**src/rtl/sd_cmd_phy.sv**
```systemverilog
// SD command-line PHY: serializes a 48-bit command frame with CRC7, then
// receives and checks the 48-bit card response and hands it back upstream.
module sd_cmd_phy #(
    parameter int RESP_TIMEOUT = 64
) (
    input  logic        iClock_host,
    input  logic        iReset,
    input  logic        iBit_tick,
    input  logic        iStrobe_in,
    input  logic [37:0] iCmd_in,
    input  logic        iAck_in,
    input  logic        iCmd_line,
    output logic        oCmd_line,
    output logic        oCmd_oe,
    output logic        oAck_out,
    output logic        oStrobe_out,
    output logic [37:0] oCmd_out,
    output logic        oCrc_error,
    output logic        oTimeout,
    output logic        oIdle
);

    localparam logic [2:0] ST_RESET   = 3'd0;
    localparam logic [2:0] ST_IDLE    = 3'd1;
    localparam logic [2:0] ST_SEND    = 3'd2;
    localparam logic [2:0] ST_WAIT    = 3'd3;
    localparam logic [2:0] ST_RECV    = 3'd4;
    localparam logic [2:0] ST_DELIVER = 3'd5;

    localparam int WAIT_W = $clog2(RESP_TIMEOUT + 1);

    logic [2:0]        state;
    logic [47:0]       shift;
    logic [5:0]        bit_cnt;
    logic [WAIT_W-1:0] wait_cnt;
    logic [6:0]        rx_crc;
    logic [39:0]       tx_content;
    logic [6:0]        tx_crc;

    // One MSB-first step of CRC7 (x^7 + x^3 + 1).
    function automatic logic [6:0] crc7_step(input logic [6:0] crc, input logic din);
        logic fb;
        fb = din ^ crc[6];
        return {crc[5:0], 1'b0} ^ (fb ? 7'h09 : 7'h00);
    endfunction

    function automatic logic [6:0] crc7_word(input logic [39:0] word);
        logic [6:0] crc;
        crc = 7'h00;
        for (int i = 39; i >= 0; i--) begin
            crc = crc7_step(crc, word[i]);
        end
        return crc;
    endfunction

    assign tx_content = {2'b01, iCmd_in};
    assign tx_crc     = crc7_word(tx_content);
    assign oIdle      = (state == ST_IDLE);

    // The shift register is reused: rotated out during SEND, refilled during RECV.
    always_ff @(posedge iClock_host) begin
        if (iReset) begin
            state       <= ST_RESET;
            shift       <= '0;
            bit_cnt     <= '0;
            wait_cnt    <= '0;
            rx_crc      <= '0;
            oCmd_line   <= 1'b1;
            oCmd_oe     <= 1'b0;
            oAck_out    <= 1'b0;
            oStrobe_out <= 1'b0;
            oCmd_out    <= '0;
            oCrc_error  <= 1'b0;
            oTimeout    <= 1'b0;
        end else begin
            oAck_out <= 1'b0;
            case (state)
                ST_RESET: state <= ST_IDLE;

                ST_IDLE: begin
                    if (iStrobe_in) begin
                        shift      <= {tx_content, tx_crc, 1'b1};
                        oCmd_line  <= tx_content[39];
                        oCmd_oe    <= 1'b1;
                        oAck_out   <= 1'b1;
                        oCrc_error <= 1'b0;
                        oTimeout   <= 1'b0;
                        bit_cnt    <= '0;
                        state      <= ST_SEND;
                    end
                end

                ST_SEND: begin
                    if (iBit_tick) begin
                        if (bit_cnt == 6'd47) begin
                            oCmd_oe   <= 1'b0;
                            oCmd_line <= 1'b1;
                            bit_cnt   <= '0;
                            wait_cnt  <= '0;
                            state     <= ST_WAIT;
                        end else begin
                            shift     <= {shift[46:0], shift[47]};
                            oCmd_line <= shift[46];
                            bit_cnt   <= bit_cnt + 6'd1;
                        end
                    end
                end

                ST_WAIT: begin
                    if (iBit_tick) begin
                        if (!iCmd_line) begin
                            shift   <= {shift[46:0], iCmd_line};
                            rx_crc  <= crc7_step(7'h00, iCmd_line);
                            bit_cnt <= 6'd1;
                            state   <= ST_RECV;
                        end else if (wait_cnt == WAIT_W'(RESP_TIMEOUT - 1)) begin
                            oTimeout    <= 1'b1;
                            oCmd_out    <= '0;
                            oStrobe_out <= 1'b1;
                            state       <= ST_DELIVER;
                        end else begin
                            wait_cnt <= wait_cnt + 1'b1;
                        end
                    end
                end

                // shift holds frame bits 47..1 when the end bit arrives on iCmd_line.
                ST_RECV: begin
                    if (iBit_tick) begin
                        shift <= {shift[46:0], iCmd_line};
                        if (bit_cnt < 6'd40) begin
                            rx_crc <= crc7_step(rx_crc, iCmd_line);
                        end
                        if (bit_cnt == 6'd47) begin
                            oCmd_out    <= shift[44:7];
                            oCrc_error  <= (shift[6:0] != rx_crc) || !iCmd_line;
                            oStrobe_out <= 1'b1;
                            state       <= ST_DELIVER;
                        end else begin
                            bit_cnt <= bit_cnt + 6'd1;
                        end
                    end
                end

                ST_DELIVER: begin
                    if (iAck_in) begin
                        oStrobe_out <= 1'b0;
                        state       <= ST_IDLE;
                    end
                end

                default: state <= ST_RESET;
            endcase
        end
    end

endmodule
```
**config.mk**
```make
export PLATFORM = sky130hd
export DESIGN_NAME = sd_cmd_phy
export DESIGN_NICKNAME = d
export VERILOG_FILES = /design/src/rtl/sd_cmd_phy.sv
export SDC_FILE = /design/constraint.sdc
export NUM_CORES = 1
export LEC_CHECK = 0
export ABC_AREA = 1
export BUFFER_PORTS_ARGS = -buffer_cell sky130_fd_sc_hd__buf_2
export CORE_UTILIZATION = 50
export CTS_CLUSTER_SIZE = 24
export DETAILED_ROUTE_END_ITERATION = 8
export MAX_ROUTING_LAYER = met4
export PLACE_DENSITY = 0.71
export SLEW_MARGIN = 20
export SYNTH_ARGS = -nofsm -noshare
export SYNTH_HDL_FRONTEND = slang
export SYNTH_SLANG_ARGS = --single-unit
```
**constraint.sdc**
```tcl
create_clock -name iClock_host -period 2.9 [get_ports iClock_host]
set_clock_uncertainty 0.2 [all_clocks]
set_input_delay 0.145 -clock iClock_host [delete_from_list [all_inputs] [get_ports iClock_host]]
set_output_delay 0.145 -clock iClock_host [all_outputs]
set_load 0.05 [all_outputs]
```
# Yosys cells after proc, flatten, opt, wreduce, memory -nomap -nowiden
# Index checks and enable logic that the tools add are counted.
dict set report word_totals {
  input_bits 44
  wordCells 239
  reg_bits 115
}
dict set report classes {
  reduce_logical 22
  n_lt_le_gt_ge 1
  muxes 101
  addsub 2
  n_eq_ne 23
  bitwise_logic 78
}
# cell count
set op_table {}
lappend op_table {{$mux 48} 6}
lappend op_table {{$xor 7x4->7} 37}
lappend op_table {{$pmux 48 s4} 1}
lappend op_table {{$mux 38} 5}
lappend op_table {{$mux 4} 39}
lappend op_table {{$pmux 38 s2} 1}
lappend op_table {{$mux 7} 9}
lappend op_table {{$mux 6} 7}
lappend op_table {{$xor 1x1->1} 36}
lappend op_table {{$ne 2x2->1 const B} 14}
lappend op_table {{$pmux 7 s2} 2}
lappend op_table {{$mux 3} 9}
lappend op_table {{$pmux 6 s4} 1}
lappend op_table {{$reduce_and 7->1} 3}
lappend op_table {{$pmux 3 s6} 1}
lappend op_table {{$mux 1} 15}
lappend op_table {{$reduce_and 6->1} 2}
lappend op_table {{$reduce_and 5->1} 2}
lappend op_table {{$reduce_bool 2->1} 5}
lappend op_table {{$pmux 1 s2} 4}
lappend op_table {{$reduce_and 4->1} 2}
lappend op_table {{$reduce_and 8->1} 1}
lappend op_table {{$add 7x1->7 const B} 1}
lappend op_table {{$eq 7x6->1 const B} 1}
lappend op_table {{other kinds (20)} 23}

# Depth between registers and ports, before layout
dict set report logic_depth {
  word_depth 111
  mapped_depth 28
}

# Worst setup path after synthesis
# No wires, ideal clock.
dict set report synth_timing {
  path_kind {reg2reg}
  from {register state[0]}
  to {register shift[4]}
  path_slack_ps 157
  t_arrival_ps 2421
  path_stages_with_launch 15
  period_less_slack_ps 2743
  path_cell_list {dfxtp_1 > inv_1 > nor2_1 > inv_1 > nor2_1 > inv_1 > nor2_1 > inv_1 > nand2_1 > nor2_1 > nand2_1 > inv_2 > clkbuf_1 > o21ai_0 > a21oi_2}
}
dict set report synth_via {
  elab_chain_len 3
  elab_cells_between_ends 13
}
# item line
set synth_rtl {}
lappend synth_rtl {{from (decl)} 32} ;# logic [2:0] state;
lappend synth_rtl {{from (signal assigned)} 63} ;# state <= ST_RESET;
lappend synth_rtl {{from (signal assigned)} 78} ;# ST_RESET: state <= ST_IDLE;
lappend synth_rtl {{from (signal assigned)} 89} ;# state <= ST_SEND;
lappend synth_rtl {{$eq 3x1->1 *} --}
lappend synth_rtl {{named net oIdle} 20} ;# output logic oIdle
lappend synth_rtl {{$reduce_bool 4->1 (no line) / $ne 2x2->1 (equally long branches)} --}
lappend synth_rtl {{$reduce_and 7->1 (no line)} --}
lappend synth_rtl {{to (signal assigned)} 82} ;# shift <= {tx_content, tx_crc, 1'b1};
lappend synth_rtl {{to (signal assigned)} 102} ;# shift <= {shift[46:0], shift[47]};
lappend synth_rtl {{to (signal assigned)} 112} ;# shift <= {shift[46:0], iCmd_line};
lappend synth_rtl {{to (decl)} 33} ;# logic [47:0] shift;
# Mark *: on every way through the listed nets, which the timed path passes. The rest lies on a longest branch.
# A chain may end at the register's enable or synchronous reset.

# Final worst setup path
dict set report layout_timing {
  from {input port iCmd_in[36]}
  to {register shift[5]}
}
dict set report layout_via {
  elab_chain_len 57
  elab_cells_between_ends 81
}
# item line
set layout_rtl {}
lappend layout_rtl {{from (decl)} 10} ;# input logic [37:0] iCmd_in,
lappend layout_rtl {{$xor 1x1->1 *} 43} ;# fb = din ^ crc[6];
lappend layout_rtl {{$mux 4 *} 44} ;# return {crc[5:0], 1'b0} ^ (fb ? 7'h09 : 7'h00);
lappend layout_rtl {{$xor 6x4->6 *} 44}
lappend layout_rtl {{$xor 7x4->7 * (3 in series)} 44}
lappend layout_rtl {{$xor 1x1->1 / $xor 7x4->7 (equally long branches)} {43, 44}}
lappend layout_rtl {{$mux 4 / $xor 7x4->7 (equally long branches)} 44}
lappend layout_rtl {{$xor 7x4->7 * (4 in series)} 44}
lappend layout_rtl {{$xor 1x1->1 / $xor 7x4->7 (equally long branches)} {43, 44}}
lappend layout_rtl {{[... 29 more ...]} --}
lappend layout_rtl {{$xor 1x1->1 / $xor 7x4->7 (equally long branches)} {43, 44}}
lappend layout_rtl {{$mux 4 / $xor 7x4->7 (equally long branches)} 44}
lappend layout_rtl {{$xor 7x4->7 * (4 in series)} 44}
lappend layout_rtl {{$xor 1x1->1 / $xor 7x4->7 (equally long branches)} {43, 44}}
lappend layout_rtl {{$mux 4 / $xor 7x4->7 (equally long branches)} 44}
lappend layout_rtl {{$xor 7x4->7 * (5 in series)} 44}
lappend layout_rtl {{$mux 48 *} 81} ;# if (iStrobe_in) begin
lappend layout_rtl {{$pmux 48 s4 *} 77} ;# case (state)
# Mark *: on every way between the ends. The rest lies on a longest branch, timed or not. The select of a mux whose other input is x is not followed.

==> results.tsv <==
stage	metric	value	unit
run_status	outcome	complete, no violations	
finish	layout.cells.most_common_list	nand2_1, dfxtp_1, nor2_1, buf_2, inv_1	
finish	final_net_count	1142	
routing	antenna_left	0	
routing	top_layer_reached_by_signal_wires	met4	
routing	met2_length	7440	µm
finish	fin_util	0.661	
setup_path	timing_worst_setup_path_type	in -> reg	
setup_path	cp-startpoint	iCmd_in[36]	
synth	syn-num-nets	1021	
setup_path	critPathRequiredTime	3.05	ns
timing	final-max-slew-violation-count	0	
global_route	grt_max_degree	77	
die	placement_rows	41	
clocking	ctsRootBufferMaster	clkbuf_16	
die	die_h	115	µm
setup_path	cp.buffers_inverters	4	
die	die_area	0.0133	mm²
synth	synth_enable_flop_cells	0	
min_path	hold_class	in -> reg	
global_route	grt_first_pass_wirelength	27700	µm
synth	ys_dominant_reg_cell	dfxtp_1	
timing	finalCritPeriodShare	0.952	
synth	netlist-cell-type-count	39	
setup_path	worst_setup_start_kind	input port	
routing	1st_pass_router_iterations	7	
place	gp_congestion	0.909	
pwr	total_power	8.49	mW
synth	synth-seq-area-share	0.358	
pwr	power-per-cell-area	1020	mW/mm²
clocking	number_of_sinks_handled_by_clock_tree_synthesis	115	
global_route	grt_use_total	0.273	
die	initial_cell_density_of_the_core	0.512	
clocking	cts_inserted_buffers	17	
global_route	number_of_antenna_violations_at_the_first_check_in_global_routing	0	
finish	area.growth.synth_to_final	29.1	%
place	pre_cts_slack	0.248	ns
die	die_width	115	µm
timing	max_slew_margin_vs_limit	0.568	
synth	synth_top_area_cell	dfxtp_1	
clocking	clkTransAtPathRegs	0.05	ns
setup_path	arrival_time_at_the_worst_endpoint	2.91	ns
pwr	peakVddDrop	0.459	mV
setup_path	timing.critical_path.slowest_cell_delay	0.55	ns
place	io_buffer_count	88	
die	num_io_pins	89	
setup_path	cell_with_the_largest_stage_delay_on_the_worst_path	dlygate4sd3_1	
finish	layout_commonest_cell	nand2_1	
synth	netlist_area	0.00643	mm²
synth	synth.top_cells.by_area	dfxtp_1, nand2_1, a211oi_1	
routing	routed_wirelength	17200	µm
finish	fraction_of_layout_cells_with_a_size_suffix_above_1	0.209	
synth	synth.ff_latch_count	115	
setup_path	timing.rr.start	state[0]	
min_path	hold_start	iReset	
timing	postLayoutSetupSlackWorst	0.139	ns
timing	clock.fmax	362	MHz
place	placement.cell_area	0.00708	mm²
global_route	grt_pass1_vias	5805	
routing	wl_per_cell	13.4	µm
routing	via_per_inst	5.18	
setup_path	critical_path_s_top_delay_family	simple AND/OR/NAND/NOR gates	
timing	worst-slew-pin-transition	0.647	ns
die	floorplan.core_area	0.0126	mm²
routing	remaining_drc_errors	0	
timing	worst_hold_slack	0.0250	ns
place	dpl.hpwl	11800	µm
routing	detail_route.wirelength.met1	8580	µm
timing	report.final.setup_viol	0	
synth	yosysTopAreaCellShare	0.358	
synth	synth-warning-count	0	
routing	vias	6629	
clocking	clock_insertion_delay_at_the_later_pin_of_the_skew_report	0.41	ns
timing	timing_hold_violations_final	0	
synth	synth_cells	975	
global_route	grt-ovfl-total	0	
routing	wl_met3	896	µm
routing	initialDrtViolationCount	741	
setup_path	cp-end-kind	flop	
synth	asyncSetResetFlopFracSynth	0	
pwr	leakage	3.87	nW
synth	syn_avg_cell_area	6.60	µm²
clocking	htree_levels	4	
job	cap_violations	0	
finish	antenna-diode-count	0	
finish	postLayoutCellArea	0.00830	mm²
timing	post-route-min-period	2.76	ns
clocking	clock_tree.buffer_depth	2	
setup_path	crit_path_max_fanout	6	
clocking	tritoncts	yes	
per-layer routing:
| layer | track usage | up-vias |
|---|---|---|
| li1 | - | 3457 |
| met1 | 0.384 | 2954 |
| met2 | 0.394 | 197 |
| met3 | 0.0507 | 21 |
| met4 | 0.0814 | 0 |
| met5 | - | - |
stage by stage:
stage,setup TNS [ns],instances
floorplan,0,975
global placement,0,1208
detailed placement,0,1208
CTS,0,1279
global route,-0.197,1280
finish,0,1280
registers in the layout, indices dropped and copies added, names as in the netlist:
signal and cells:
oCmd_oe 1, oTimeout 1, oStrobe_out 1, oCmd_line 1, oAck_out 1, shift 48, state 3, oCrc_error 1
oCmd_out 38, bit_cnt 6, rx_crc 7, wait_cnt 7
worst paths after layout:
check                                     to  slack (ns)  depth (start not counted)
worst min register to register   wait_cnt[6]        0.25                          2
worst max-delay path                shift[5]        0.14                         26
worst max register to register  oCmd_out[24]        0.21                         11
worst min-delay path               oCmd_line        0.03                          3
timing repair:
action                                  in CTS  in global routing
resized for setup                            0                 43
buffers inserted                             0                  2
hold buffers                                40                  0
endpoints found under the setup margin       0                 25
hold endpoints to repair                    41                  0
cell families (layout without fill, tap and decap cells):
logic type,after synthesis,in the layout,synth area share
adder cells (fa/ha/maj),2,2,0.00389
XOR/XNOR,21,21,0.0379
flip-flops,115,115,0.358
AO/OA/AOI/OAI,192,192,0.179
AND/OR/NAND/NOR,510,510,0.341
buffers and inverters,135,268,0.0803
worst min-delay path, cell delays in order:
cell and delay [ns]:
buf_2 0.08, inv_1 0.20, o21ai_0 0.16
Yosys cell counts (2+ instances only):
master	n
nand2_1	304
dfxtp_1	115
nor2_1	91
inv_1	76
o21ai_0	58
nand3_1	48
a211oi_1	46
a31oi_1	40
a21oi_1	35
clkbuf_1	35
nand2_2	30
inv_2	16
xor2_1	12
nor3_1	11
nand2_4	7
nand3b_1	7
buf_2	5
xnor2_1	4
nand4_1	3
nor2_2	3
o21ai_1	3
a21oi_2	2
ha_1	2
nand3_2	2
nor4_2	2
o22ai_1	2
o31ai_1	2
xor2_2	2
xor2_4	2
area by class of cell:
type	instances	area (µm²)
multi-input combinational	725	3770
clock buffer	21	480
timing repair buffer	144	1000
inverter	93	352
tap	172	215
fill	1090	4260
clock inverter	10	178
sequential	115	2300
where the power goes:
part	internal [mW]	switching, mW	leakage (nW)
combinational	1.17	2.52	2.60
clock	1.60	0.694	0.325
sequential	2.10	0.405	0.941
Power figures use the tool's default switching activity.
